### src/rtl/ram_bist_pkg.sv
// ram_bist_pkg: shared types and the test-pattern generator for the RAM self-test controller.
package ram_bist_pkg;

  // Controller phases, in the order a test walks through them.
  typedef enum logic [2:0] {
    IDLE,
    WRITE,
    READ,
    DRAIN,
    DONE
  } state_e;

  // Pattern select codes carried on the mode port.
  typedef enum logic [1:0] {
    MODE_ADDR    = 2'd0,
    MODE_INV     = 2'd1,
    MODE_CHECKER = 2'd2,
    MODE_ONES    = 2'd3
  } mode_e;

  // Width of the raw pattern word; callers cast it down to their RAM word width (up to 64 bits).
  localparam int unsigned PAT_W = 64;

  // Word expected at address addr for the selected mode, LSB-aligned.
  function automatic logic [PAT_W-1:0] pat(input logic [31:0] addr, input mode_e mode);
    logic [PAT_W-1:0] a_ext;
    a_ext = {32'h0, addr};
    case (mode)
      MODE_ADDR:    pat = a_ext;
      MODE_INV:     pat = ~a_ext;
      MODE_CHECKER: pat = addr[0] ? {(PAT_W/4){4'b1010}} : {(PAT_W/4){4'b0101}};
      MODE_ONES:    pat = '1;
      default:      pat = '0;
    endcase
  endfunction

endpackage

### src/rtl/ram_bist_rdpipe.sv
// ram_bist_rdpipe: RD_LAT-deep {valid, addr} delay line that tracks each read until its data returns.
module ram_bist_rdpipe
  import ram_bist_pkg::*;
#(
  parameter int unsigned RD_LAT = 1,
  parameter int unsigned ADDR_W = 4
) (
  input  logic              clk,
  input  logic              clr,
  input  logic              in_valid,
  input  logic [ADDR_W-1:0] in_addr,
  output logic              out_valid,
  output logic [ADDR_W-1:0] out_addr
);

  logic [RD_LAT-1:0] valid_q;
  logic [ADDR_W-1:0] addr_q [RD_LAT];

  // Shift the read tag one stage per cycle; clear drops any in-flight reads.
  always_ff @(posedge clk) begin
    if (clr) begin
      valid_q <= '0;
      for (int unsigned i = 0; i < RD_LAT; i++) begin
        addr_q[i] <= '0;
      end
    end else begin
      valid_q[0] <= in_valid;
      addr_q[0]  <= in_addr;
      for (int unsigned i = 1; i < RD_LAT; i++) begin
        valid_q[i] <= valid_q[i-1];
        addr_q[i]  <= addr_q[i-1];
      end
    end
  end

  assign out_valid = valid_q[RD_LAT-1];
  assign out_addr  = addr_q[RD_LAT-1];

endmodule

### src/rtl/ram_sp_bist.sv
// ram_sp_bist: write/read-back self-test controller for one single-port synchronous RAM.
// Fills every address with a selected pattern, reads it back, counts mismatches and
// records the first failing address.
// Build macro BIST_ERR_INJECT_EN adds inj_en/inj_addr, which plant a bit-0 fault in one write.
module ram_sp_bist
  import ram_bist_pkg::*;
#(
  parameter int unsigned DATA_W = 8,
  parameter int unsigned ADDR_W = 4,
  parameter int unsigned RD_LAT = 1,
  parameter int unsigned ERR_W  = 16
) (
  input  logic              sys_clk,
  input  logic              sys_rst,
  input  logic              start,
  input  logic [1:0]        mode,
  output logic              busy,
  output logic              done,
  output logic              pass,
  output logic [ERR_W-1:0]  err_cnt,
  output logic [ADDR_W-1:0] fail_addr,
  output logic              ram_en,
  output logic              ram_we,
  output logic [ADDR_W-1:0] ram_addr,
  output logic [DATA_W-1:0] ram_wdata,
  input  logic [DATA_W-1:0] ram_rdata
`ifdef BIST_ERR_INJECT_EN
  ,
  input  logic              inj_en,
  input  logic [ADDR_W-1:0] inj_addr
`endif
);

  localparam logic [ADDR_W-1:0]  LAST_ADDR  = '1;
  localparam int unsigned        DRAIN_W    = (RD_LAT > 1) ? $clog2(RD_LAT) : 1;
  localparam logic [DRAIN_W-1:0] LAST_DRAIN = DRAIN_W'(RD_LAT - 1);

  state_e             state;
  mode_e              mode_q;
  logic [DRAIN_W-1:0] drain_cnt;

  logic               pipe_clr;
  logic               pipe_in_valid;
  logic               pipe_valid;
  logic [ADDR_W-1:0]  pipe_addr;

  mode_e              pat_mode;
  logic [ADDR_W-1:0]  wr_addr_nxt;
  logic [DATA_W-1:0]  wr_word_nxt;
  logic [DATA_W-1:0]  rd_expect;
  logic               mismatch;
  logic [ERR_W-1:0]   err_nxt;

`ifdef BIST_ERR_INJECT_EN
  logic               inj_en_q;
  logic [ADDR_W-1:0]  inj_addr_q;
  logic               inj_on;
  logic [ADDR_W-1:0]  inj_at;
`endif

  // Read tags enter the pipe from the registered RAM controls, so they line up with the RAM's own sampling.
  assign pipe_clr      = sys_rst | ((state == IDLE) & start);
  assign pipe_in_valid = ram_en & ~ram_we;

  ram_bist_rdpipe #(
    .RD_LAT (RD_LAT),
    .ADDR_W (ADDR_W)
  ) u_rdpipe (
    .clk       (sys_clk),
    .clr       (pipe_clr),
    .in_valid  (pipe_in_valid),
    .in_addr   (ram_addr),
    .out_valid (pipe_valid),
    .out_addr  (pipe_addr)
  );

  // Next write address/word; in IDLE it is the first word of the test about to start, using the unlatched mode.
  always_comb begin
    pat_mode    = (state == IDLE) ? mode_e'(mode) : mode_q;
    wr_addr_nxt = (state == IDLE) ? '0 : ram_addr + 1'b1;
    wr_word_nxt = DATA_W'(pat(32'(wr_addr_nxt), pat_mode));
`ifdef BIST_ERR_INJECT_EN
    inj_on = (state == IDLE) ? inj_en : inj_en_q;
    inj_at = (state == IDLE) ? inj_addr : inj_addr_q;
    if (inj_on && (wr_addr_nxt == inj_at)) begin
      wr_word_nxt[0] = ~wr_word_nxt[0];
    end
`endif
  end

  // Compare returning read data and form the saturating next error count.
  always_comb begin
    rd_expect = DATA_W'(pat(32'(pipe_addr), mode_q));
    mismatch  = pipe_valid && (ram_rdata != rd_expect);
    err_nxt   = err_cnt;
    if (mismatch && (err_cnt != '1)) begin
      err_nxt = err_cnt + 1'b1;
    end
  end

  // Test sequencer with registered RAM controls and status outputs.
  always_ff @(posedge sys_clk) begin
    if (sys_rst) begin
      state      <= IDLE;
      mode_q     <= MODE_ADDR;
      drain_cnt  <= '0;
      busy       <= 1'b0;
      done       <= 1'b0;
      pass       <= 1'b0;
      err_cnt    <= '0;
      fail_addr  <= '0;
      ram_en     <= 1'b0;
      ram_we     <= 1'b0;
      ram_addr   <= '0;
      ram_wdata  <= '0;
`ifdef BIST_ERR_INJECT_EN
      inj_en_q   <= 1'b0;
      inj_addr_q <= '0;
`endif
    end else begin
      done <= 1'b0;

      // A zero count means nothing has failed yet, so this is the first mismatch.
      if (mismatch) begin
        err_cnt <= err_nxt;
        if (err_cnt == '0) begin
          fail_addr <= pipe_addr;
        end
      end

      case (state)
        IDLE: begin
          if (start) begin
            state     <= WRITE;
            mode_q    <= mode_e'(mode);
            busy      <= 1'b1;
            pass      <= 1'b0;
            err_cnt   <= '0;
            fail_addr <= '0;
            ram_en    <= 1'b1;
            ram_we    <= 1'b1;
            ram_addr  <= wr_addr_nxt;
            ram_wdata <= wr_word_nxt;
`ifdef BIST_ERR_INJECT_EN
            inj_en_q   <= inj_en;
            inj_addr_q <= inj_addr;
`endif
          end
        end

        WRITE: begin
          if (ram_addr == LAST_ADDR) begin
            state    <= READ;
            ram_we   <= 1'b0;
            ram_addr <= '0;
          end else begin
            ram_addr  <= wr_addr_nxt;
            ram_wdata <= wr_word_nxt;
          end
        end

        READ: begin
          if (ram_addr == LAST_ADDR) begin
            state     <= DRAIN;
            ram_en    <= 1'b0;
            drain_cnt <= '0;
          end else begin
            ram_addr <= ram_addr + 1'b1;
          end
        end

        // The last compare lands on the exit edge, so pass must use the count including it.
        DRAIN: begin
          if (drain_cnt == LAST_DRAIN) begin
            state <= DONE;
            done  <= 1'b1;
            busy  <= 1'b0;
            pass  <= (err_nxt == '0);
          end else begin
            drain_cnt <= drain_cnt + 1'b1;
          end
        end

        DONE: begin
          state <= IDLE;
        end

        default: begin
          state <= IDLE;
        end
      endcase
    end
  end

endmodule

### config.mk
export PLATFORM = sky130hd
export DESIGN_NAME = ram_sp_bist
export DESIGN_NICKNAME = d
export VERILOG_FILES = /design/src/rtl/ram_bist_pkg.sv /design/src/rtl/ram_bist_rdpipe.sv /design/src/rtl/ram_sp_bist.sv
export SDC_FILE = /design/constraint.sdc
export NUM_CORES = 1
export LEC_CHECK = 0
export ABC_AREA = 1
export BUFFER_PORTS_ARGS = -buffer_cell sky130_fd_sc_hd__buf_2
export CAP_MARGIN = 20
export CORE_ASPECT_RATIO = 1.25
export CORE_MARGIN = 1
export CORE_UTILIZATION = 45
export CTS_BUF_LIST = sky130_fd_sc_hd__clkbuf_8
export DETAILED_ROUTE_END_ITERATION = 10
export PLACE_DENSITY = 0.7
export SYNTH_ARGS = -nofsm -noshare
export SYNTH_HDL_FRONTEND = slang
export SYNTH_HIERARCHICAL = 1
export SYNTH_SLANG_ARGS = --single-unit
### constraint.sdc
create_clock -name sys_clk -period 2.06 [get_ports sys_clk]
set_input_delay 0.103 -clock sys_clk [delete_from_list [all_inputs] [get_ports sys_clk]]
set_output_delay 0.103 -clock sys_clk [all_outputs]
set_load 0.02 [all_outputs]
# [Yosys cells after proc, flatten, opt, wreduce, memory -nomap -nowiden]
# Memory sizes are Yosys's and may differ from the RTL's.
# Cells that the tools add are included.
[op_classes] reduce_logical=22 n_mux=43 eq_ne=18 n_bitwise=7 n_addsub=3
[op_table] cell="two-way mux 16 bit" n=4
[op_table] cell="case mux 8 bit (4 select lines)" n=2
[op_table] cell="two-way mux 4 bit" n=9
[op_table] cell="logical NOT 16 bit" n=2
[op_table] cell="two-way mux 8 bit" n=4
[op_table] cell="adder 16 x 1 -> 16 bit, second input constant" n=1
[op_table] cell="!= test 16 bit, second input constant" n=1
[op_table] cell="NOT 4 -> 8 bit" n=2
[op_table] cell="case mux 8 bit (2 select lines)" n=1
[op_table] cell="AND reduction 3 bit" n=5
[op_table] cell="two-way mux 3 bit" n=4
[op_table] cell="!= test 2 bit, second input constant" n=6
[op_table] cell="case mux 3 bit (4 select lines)" n=1
[op_table] cell="case mux 4 bit (3 select lines)" n=1
[op_table] cell="two-way mux 1 bit" n=11
[op_table] cell="case mux 1 bit (2 select lines)" n=5
[op_table] cell="equality test 2 bit, second input constant" n=4
[op_table] cell="!= test 8 bit" n=1
[op_table] cell="nonzero test 2 bit" n=4
[op_table] cell="equality test 3 x 2 -> 1 bit, second input constant" n=2
[op_table] cell="adder 4 x 1 -> 4 bit, second input constant" n=1
[op_table] cell="equality test 2 x 1 -> 1 bit, second input constant" n=2
[op_table] cell="equality test 4 bit, second input constant" n=1
[op_table] cell="logical NOT 2 bit" n=2
[op_table] cell="13 further kinds" n=17
[word_totals] register_bits=44 ramBits=4 word_cells=107 mem_count=1 out_inout_bits=37
[memory_table] name="u_rdpipe.addr_q" depth=1 word_bits=4 rd=1 rd_clocked_by_memory_dff=0 write_ports=1 line_no="ram_bist_rdpipe.sv:17" text="logic [ADDR_W-1:0] addr_q [RD_LAT];"

# [Longest topological paths before layout]
# Gate-level depths: netlist of the first run.
[logic_depth] ltp_word=9 mapped_depth=18

# [By module]
# The synthesis of the first run kept the hierarchy.
[modules_own_cells] module="ram_sp_bist" area_each_um2=2413.6 seq_area_each_um2=800.8 cells_per_inst=373 instances=1
[modules_own_cells] module="ram_bist_rdpipe" area_each_um2=137.6 seq_area_each_um2=100.1 cells_per_inst=15 instances=1

# [Worst setup path after synthesis of the first run]
# No wires, ideal clock.
[synth_timing] kind="register to register" startpoint="register ram_addr[0] (netlist name)" endpoint="register err_cnt[10]" stages_incl_launch_ff=13 slack_ps=-58 required_time_ps=1940 t_arrival_ps=1998 path_cell_list="dfxtp_1 -> ha_1 -> nand2_1 -> nor2_1 -> inv_1 -> nand2_1 -> nand3_1 -> nor2_1 -> inv_1 -> nand2_1 -> buf_2 -> buf_2 -> nor2_1"
[synth_rtl] item="end signal: assignment" line_no="ram_sp_bist.sv:125" text="err_cnt <= err_nxt;"
[synth_rtl] item="end: declaration" line_no="ram_sp_bist.sv:20" text="output logic [ERR_W-1:0] err_cnt,"

# [Worst setup path after layout of the first run]
[layout_timing] startpoint="register err_cnt[1]" endpoint="register pass"
[layout_via] elab_chain_len=6 word_cells_on_any_way=7 classes_between="add/sub (1); eq/ne (1); mux (3); reduce/logical (2)"
[layout_lines] item="branches (longest 2 deep; another with adder 16 x 1 -> 16 bit)"
[layout_lines] item="two-way mux 16 bit *" line_no="ram_sp_bist.sv:96" text="if (mismatch && (err_cnt != '1)) begin"
[layout_lines] item="logical NOT 16 bit *" line_no="ram_sp_bist.sv:178" text="pass <= (err_nxt == '0);"
[layout_lines] item="two-way mux 1 bit *" line_no="ram_sp_bist.sv:174" text="if (drain_cnt == LAST_DRAIN) begin"
[layout_lines] item="case mux 1 bit (2 select lines) *" line_no="ram_sp_bist.sv:131" text="case (state)"
[layout_lines] item="end signal: assignment" line_no="ram_sp_bist.sv:178"
[layout_lines] item="end: declaration" line_no="ram_sp_bist.sv:19" text="output logic pass,"
# Every way passes the cells marked *. The select of a mux whose other input is x is not followed.
# A chain may end at the register's enable or synchronous reset.

==> results of run 1 <==
## through the flow
stage / worst slack (ns) / power, µW / util
detailed placement: -0.0560 / 1520 / 0.558
finish: 0.0838 / 2110 / 0.593
CTS: 0.0210 / 2100 / 0.579
global route: -0.140 / 2230 / 0.593
floorplan: 0.00228 / 1330 / -
global placement: 0.0388 / 1510 / 0.558
## cell usage after synthesis, drive strengths merged
master  instances
nor4            3
nand2          92
o221ai          1
buf             6
nor3            6
o21ai          28
nand3b          2
xor2           15
nand4           8
inv            65
a31oi           2
clkbuf          1
a21oi          24
ha              3
nor2           55
xnor2           1
nand3          30
dfxtp          45
o221a           1
## power groups by stage
stage	logic, µW	registers [µW]	clock network [µW]
finish	553	973	583
floorplan	289	1040	0
detailed placement	528	988	0
global placement	524	986	0
CTS	536	969	598
global route	612	983	634
## cells by family after synthesis
logic type	synth area share
buffers and inverters	0.116
XOR/XNOR	0.0549
AO/OA/AOI/OAI	0.115
adder cells (fa/ha/maj)	0.0147
flip-flops	0.353
AND/OR/NAND/NOR	0.347
## metal layers
layer | vias to the layer above | track usage
met1 | 1232 | 0.255
met5 | - | 0
met4 | 0 | 0.104
met2 | 108 | 0.420
met3 | 22 | 0.0360
li1 | 1398 | -
## area by class of cell
class / count / share of cell area
sequential: 45 / 0.284
tap: 64 / 0.0248
multi-input combinational: 273 / 0.440
clock buffer: 5 / 0.0213
inverter: 65 / 0.0764
clock inverter: 3 / 0.00775
timing repair buffer: 79 / 0.146
## state kept, by name, indices dropped and copies added, names as in the netlist
signal and cells:
busy 1, mode_q 2, ram_addr 4, err_cnt 16
fail_addr 4, pass 1, ram_we 1, ram_en 1
done 1, u_rdpipe/addr_q 4, u_rdpipe/out_valid 1, state 3
ram_wdata 6
## worst max-delay path by stage
stage,end,slack [ns],depth (start not counted)
2_1_floorplan,pass,0.002,13
3_3_place_gp,pass,0.04,14
3_5_place_dp,pass,-0.06,17
4_1_cts,pass,0.02,17
5_1_grt,pass,-0.14,16
6_report,pass,0.08,12
## worst register-to-register path, delay by kind of cell (launching register included)
kind            cells  cell delay (ns)
simple gates        9             1.06
fa+ha+maj           1             0.16
flops               1             0.40
compound gates      1             0.20
buf+inv             1             0.07
## what timing repair did
item / CTS / global route
endpoints found under the setup margin: 1 / 9
pin swaps: 0 / 5
gates cloned: 1 / 1
gates resized for setup: 0 / 23
buffers inserted: 1 / 1
==> qor.csv, run 1 <==
metric,value,unit
outcome,completed,
dr.first_iter.drc_count,212,
finalCritPeriodShare,0.959,
worst_skew_pair.late_latency,0.30,ns
seq_area_frac_synth,0.353,
clock-sinks,45,
hold-worst-slack,0.0438,ns
slew_headroom,0.684,
hp-class,in -> reg,
antenna_left,0,
drt-met1-wl,2.73,mm
cts_hold_buffers,0,
dp_cells,522,
drt-total-wl,6.73,mm
ys_types,30,
cts_htree_levels,2,
clk_pin_slew_worst_paths,0.10,ns
grt_max_degree,17,
startpoint,err_cnt[1],
initial_core_util,0.469,
topRoutingLayerUsed,met4,
r2r_cells,12,
multi_input_area,1420,µm²
stdcell_area,3230,µm²
final_nets,485,
fin_skew,0.00857,ns
dieArea,5980,µm²
syn_avg_cell_area,6.58,µm²
grtUsageTotal,0.227,
wl_per_cell,12.6,µm
dp_hpwl,5.13,mm
ys_ff_latch,45,
finalNonFillerCells,534,
vias_per_cell,5.17,
tightest_slew,0.473,ns
synthCells,388,
hold_viol_final,0,
cp_slowest_stage_delay,0.40,ns
holdPathStages,3,
cpMostUsedCell,nand2_2,
first_pass_iters,4,
cp.required,2.26,ns
cp.buffers_inverters,1,
startpoint_type,flop,
grt_pass1_wl,10.9,mm
slowest_stage,dfxtp_1,
yosysTopAreaCell,dfxtp_1,
synth_top_area_share,0.353,
syn-cell-area,2550,µm²
io_buffers,49,
critical_path.max_fanout,8,
place_area,3040,µm²
grt_pass1_vias,2544,
end_kind,flop,
swShare,0.345,
period_minus_slack,1.98,ns
die_w,69.3,µm
grt.overflow.total,0,
cp_top_family,simple AND/OR/NAND/NOR gates,
r2r_end,pass,
vdd_drop_max,567,µV
setup_tns,0,ns
pwr-share-seq,0.461,
setup_viol,0,
internal_power,1380,µW
finalMaxSlewViolations,0,
fillers,518,
cts_buffers,5,
clkPwrFrac,0.276,
p_comb_frac,0.262,
antenna_found_initial,0,
worstPathCellList,ha_4 > nand2_2 > nor3_4 > nand2_2 > nor2_4 > nand3_4 > nand3_2 > inv_2 > o21ai_0 > nor2_1 > nand3_1 > nand2_1,
drc,0,
place.gp.congestion,0.901,
die_h,86.2,µm
r2r-start,err_cnt[1],
layout_commonest_cell,nand2_1,
route.met2.wl,3.42,mm
maxCapViolCount,0,
yosysWarnings,6,
final_cell_mix,"83 x nand2_1, 60 x inv_1, 49 x buf_2",
regArea,916,µm²
netlist_top_cells_area,"dfxtp_1 35%, nand2_1 13%, inv_1 9.0%",
power.density,653,nW/µm²
drive_gt1_frac,0.262,
rsz0062_at_grt,true,
syn2layout_area_growth,26.5,%
p_leak,0.00152,µW
diodes,0,
core_area,5440,µm²
cts.path.max_buffers,2,
vias,2760,
cts_tree,built,
rows,30,
critPathKind,reg -> reg,
worstHoldEndpoint,mode_q[1],
p_sw,727,µW
boundaryPins,50,
clockRootBuffer,clkbuf_8,
met3WireLength,322,µm
fmax,506,MHz
regToRegSetupSlack,0.08,ns
syn-num-nets,404,
hp-start,mode[1],
crit_arrival,2.18,ns
(Power assumes the default switching activity.)
==> run 2, diff against run 1 <==
Settings changed: CORE_ASPECT_RATIO 1.25 to 1.75, CORE_UTILIZATION 45 to 52, HOLD_SLACK_MARGIN set to 0.08, PLACE_DENSITY 0.7 to 0.79.
==> qor.csv, run 2 (same netlist as run 1, synthesis figures left out) <==
metric,value,unit,change
cp_top_family,simple AND/OR/NAND/NOR gates,,
diodes,0,,unchanged
worstPathCellList,buf_4 > nor4_1 > nand4_1 > nor3_1 > nand3_1 > o21ai_0 > a21oi_1,,
fmax,489,MHz,-3.3%
clock-sinks,45,,unchanged
cp_slowest_stage_delay,0.42,ns,+0.02 ns
final_cell_mix,"82 x nand2_1, 59 x inv_1, 49 x buf_2",,
multi_input_area,1480,µm²,+4.1%
hold_viol_final,0,,unchanged
vdd_drop_max,726,µV,+28%
clockRootBuffer,clkbuf_8,,
setup_viol,0,,unchanged
hp-start,mode[0],,
grt_max_degree,14,,-3
worstHoldEndpoint,mode_q[0],,
drc,0,,unchanged
boundaryPins,50,,unchanged
dp_hpwl,5.32,mm,+3.6%
power.density,675,nW/µm²,+3.4%
grt_pass1_vias,2532,,-0.47%
finalCritPeriodShare,0.992,,+0.0332
r2r_end,fail_addr[1],,
outcome,completed,,
p_leak,0.00155,µW,+1.7%
die_h,94.7,µm,+9.8%
vias_per_cell,5.35,,+3.4%
regArea,915,µm²,-0.14%
vias,2801,,+1.5%
hold-worst-slack,0.108,ns,+0.0639 ns
critPathKind,reg -> reg,,
regToRegSetupSlack,0.02,ns,-0.07 ns
worst_skew_pair.late_latency,0.30,ns,about the same
regMostFlops,err_cnt,,
fin_skew,0.00613,ns,-0.00243 ns
layout_commonest_cell,nand2_1,,
cp.required,2.24,ns,-0.02 ns
initial_core_util,0.542,,+0.0733
startpoint_type,flop,,
cts_htree_levels,2,,unchanged
drt-total-wl,7.23,mm,+7.5%
cts_tree,built,,
clk_pin_slew_worst_paths,0.08,ns,-0.02 ns
largest_register_ffs,16,,unchanged
dieArea,5200,µm²,-13%
crit_arrival,2.23,ns,+0.05 ns
hp-class,in -> reg,,
finalMaxSlewViolations,0,,unchanged
r2r-start,err_cnt[8],,
place.gp.congestion,0.870,,-3.4%
dr.first_iter.drc_count,132,,-38%
cts_buffers,5,,unchanged
tightest_slew,0.554,ns,+0.0808 ns
rows,33,,+10%
place_area,2990,µm²,-1.5%
first_pass_iters,5,,+1
antenna_found_initial,0,,unchanged
top_regs,"err_cnt: 16 flops, ram_wdata: 6 flops",,
wl_per_cell,13.8,µm,+9.5%
io_buffers,49,,unchanged
syn2layout_area_growth,29.4,%,
grt.overflow.total,0,,unchanged
critical_path.max_fanout,8,,unchanged
maxCapViolCount,0,,unchanged
stdcell_area,3300,µm²,+2.2%
period_minus_slack,2.04,ns,+0.0683 ns
holdPathStages,3,,unchanged
die_w,55.0,µm,-21%
slew_headroom,0.630,,-0.0544
end_kind,flop,,
core_area,4710,µm²,-14%
drive_gt1_frac,0.271,,+0.00948
grtUsageTotal,0.285,,+0.0577
rsz0062_at_grt,true,,
cp.buffers_inverters,1,,unchanged
slowest_stage,nor4_1,,
antenna_left,0,,unchanged
cts.path.max_buffers,2,,unchanged
final_nets,487,,+0.41%
grt_pass1_wl,10.8,mm,-1.6%
setup_tns,0,ns,unchanged
r2r_cells,7,,-5
fillers,420,,-19%
run 2: report_power, final:
part           internal (µW)  total [µW]  leakage [µW]  switching, µW
Combinational            207         568       0.00112            361
Sequential               928         975      0.000370           46.6
Clock                    391         686     0.0000626            295
run 2: worst max path at each step:
stage	startpoint	endpoint	slack (ns)	cells past startpoint
finish	err_cnt[8]	fail_addr[1]	0.02	7
global route	u_rdpipe/addr_q[0][0]	pass	-0.1	15
CTS	mode_q[0]	pass	0.01	17
detailed placement	mode_q[0]	pass	-0.04	17
global placement	u_rdpipe/addr_q[0][0]	pass	0.02	17
floorplan	err_cnt[1]	pass	0.002	13
run 2: layer usage:
| metal | vias to the layer above | routed length (µm) | GRT usage |
|---|---|---|---|
| met5 | - | 0 | 0 |
| met3 | 33 | 285 | 0.0435 |
| li1 | 1398 | - | - |
| met4 | 0 | 383 | 0.165 |
| met2 | 105 | 4030 | 0.546 |
| met1 | 1265 | 2530 | 0.256 |
run 2: through the flow:
stage	worst slack (ns)	power [µW]	cells	utilization
final	0.0155	2230	524	0.701
after global routing	-0.0978	2340	524	0.701
after CTS	0.0102	2180	517	0.668
after detailed placement	-0.0411	1500	506	0.636
after global placement	0.0240	1490	506	0.636
after floorplan	0.00228	1330	388	-
run 2: area by class of cell:
type                       instances  share of cell area
timing repair buffer              79               0.144
sequential                        45               0.277
inverter                          65              0.0754
clock inverter                     2              0.0102
clock buffer                       6              0.0250
multi-input combinational        275               0.448
tap                               52              0.0197
run 2: timing repair:
action / 4_1_cts / 5_1_grt
endpoints found under the setup margin: 2 / 22
hold buffers: 2 / 0
resized for setup: 1 / 32
pin swaps: 0 / 8
endpoints found under the hold margin: 4 / 0
setup buffers: 0 / 4
cloned: 1 / 3
run 2: tightest hold or removal path, delay by kind of cell:
kind | cells | cell delay (ns)
buffers and inverters | 1 | 0.10
and+or+nand+nor | 1 | 0.08
AOI/OAI and AO/OA | 1 | 0.09
==> run 3, diff against run 2 <==
Settings changed: CORE_UTILIZATION 52 to 35, PLACE_DENSITY 0.79 to not set.
Clock period 2.06 ns to 1.9 ns, I/O delays scaled along.
==> qor.csv, run 3 (same netlist as run 1, synthesis figures left out) <==
metric,value,unit,change
dr.first_iter.drc_count,118,,-11%
cts_htree_levels,2,,unchanged
cp_top_family,simple AND/OR/NAND/NOR gates,,
regToRegSetupSlack,-0.17,ns,-0.19 ns
holdPathStages,2,,-1
cpMostUsedCell,nand2_1,,
clockRootBuffer,clkbuf_8,,
hp-class,in -> reg,,
vdd_drop_max,657,µV,-9.5%
antenna_left,0,,unchanged
slew_headroom,0.710,,+0.0805
drive_gt1_frac,0.418,,+0.147
top_regs,"err_cnt: 16 flops, ram_wdata: 6 flops",,
setup_tns,-0.191,ns,-0.191 ns
setup_viol,2,,+2
power.density,632,nW/µm²,-6.3%
place.gp.congestion,0.976,,+12%
boundaryPins,50,,unchanged
io_buffers,49,,unchanged
cts.path.max_buffers,2,,unchanged
cp_slowest_stage_delay,0.38,ns,-0.04 ns
critical_path.max_fanout,8,,unchanged
startpoint_type,flop,,
violations,negative setup slack,,
critPathKind,reg -> reg,,
regMostFlops,err_cnt,,
worst_skew_pair.late_latency,0.31,ns,about the same
diodes,0,,unchanged
final_cell_mix,"67 x buf_4, 65 x nand2_1, 56 x inv_1",,
p_leak,0.00181,µW,+17%
outcome,finished with violations,,
die_w,66.5,µm,+21%
grt_pass1_wl,12.5,mm,+16%
slowest_stage,dfxtp_4,,
syn2layout_area_growth,50.0,%,
cp.buffers_inverters,3,,+2
r2r-start,mode_q[0],,
r2r_cells,19,,+12
worstHoldEndpoint,ram_addr[1],,
hold_viol_final,0,,unchanged
cp.required,2.16,ns,-0.08 ns
largest_register_ffs,16,,unchanged
core_area,6960,µm²,+48%
vias,2907,,+3.8%
clock-sinks,45,,unchanged
worstPathCellList,inv_6 > nand2_1 > nand2_2 > nand2_1 > nand2_1 > nand2_1 > nand2_2 > nor2_4 > nand2_4 > nand3_4 > buf_12 > buf_4 > nand2_4 > o21ai_4 > nor2_1 > nand2_1 > nor2_1 > nand3_1 > nand2_1,,
maxCapViolCount,0,,unchanged
layout_setup_ws,-0.174,ns,-0.190 ns
layout_commonest_cell,buf_4,,
final_nets,527,,+8.2%
drc,0,,unchanged
antenna_found_initial,0,,unchanged
dp_hpwl,5.87,mm,+10%
grt_max_degree,16,,+2
wl_per_cell,13.1,µm,-5.2%
period_minus_slack,2.07,ns,+0.0298 ns
cts_buffers,5,,unchanged
hp-start,sys_rst,,
r2r_end,pass,,
drt-total-wl,7.79,mm,+7.8%
grt.overflow.total,0,,unchanged
vias_per_cell,4.88,,-8.8%
rows,40,,+21%
tightest_slew,0.434,ns,-0.120 ns
finalMaxSlewViolations,0,,unchanged
fin_skew,0.00492,ns,-0.00121 ns
crit_arrival,2.33,ns,+0.10 ns
dieArea,7650,µm²,+47%
rsz0062_at_grt,true,,
end_kind,flop,,
clk_pin_slew_worst_paths,0.09,ns,about the same
initial_core_util,0.367,,-0.175
grtUsageTotal,0.214,,-0.0708
grt_pass1_vias,2778,,+9.7%
die_h,115,µm,+21%
finish.utilization,0.550,,-0.151
first_pass_iters,4,,-1
fmax,482,MHz,-1.4%
finalCritPeriodShare,1.09,,+0.0992
cts_tree,built,,
run 3: stage by stage:
stage               power, µW  hold WS (ns)  worst slack (ns)  instance area [µm²]  cells
floorplan                1440         0.179           0.00242                 2580    388
global placement         1670         0.356            -0.172                 3340    573
detailed placement       1680         0.347            -0.194                 3340    573
CTS                      2360        0.0993           -0.0867                 3610    591
global route             2560         0.107            -0.354                 3830    596
finish                   2420         0.111            -0.174                 3830    596
run 3: how the worst max path moves through the flow:
stage	end	cells after the start	start	slack, ns
after floorplan	err_cnt[4]	12	ram_addr[1]	0.002
after global placement	pass	17	mode_q[0]	-0.17
after detailed placement	pass	17	mode_q[0]	-0.19
after CTS	pass	18	mode_q[1]	-0.09
after global routing	pass	19	mode_q[0]	-0.35
final	pass	19	mode_q[0]	-0.17
run 3: area by class of cell:
type / count / area, µm²
clock inverter: 3 / 21.3
fill: 675 / 3130
multi-input combinational: 271 / 1590
tap: 84 / 105
timing repair buffer: 123 / 858
inverter: 65 / 254
clock buffer: 5 / 68.8
sequential: 45 / 928
run 3: layer usage:
layer	global-route usage	vias up	wire length, µm
met4	0.105	0	329
met3	0.0308	26	233
li1	-	1474	-
met1	0.220	1336	2930
met5	0	-	0
met2	0.405	71	4310
run 3: what timing repair did:
action                                 4_1_cts  5_1_grt
setup endpoints to repair                   13       30
pin swaps                                   19       21
buffers inserted                             7        5
cloned                                       1        0
hold buffers                                 2        0
resized for setup                           28       58
endpoints found under the hold margin        2        0
run 3: power breakdown:
part           internal [µW]  leakage (µW)  total [µW]  switching (µW)
logic                    311       0.00140         745             435
clock network            261     0.0000445         618             356
registers               1000      0.000373        1060            53.7
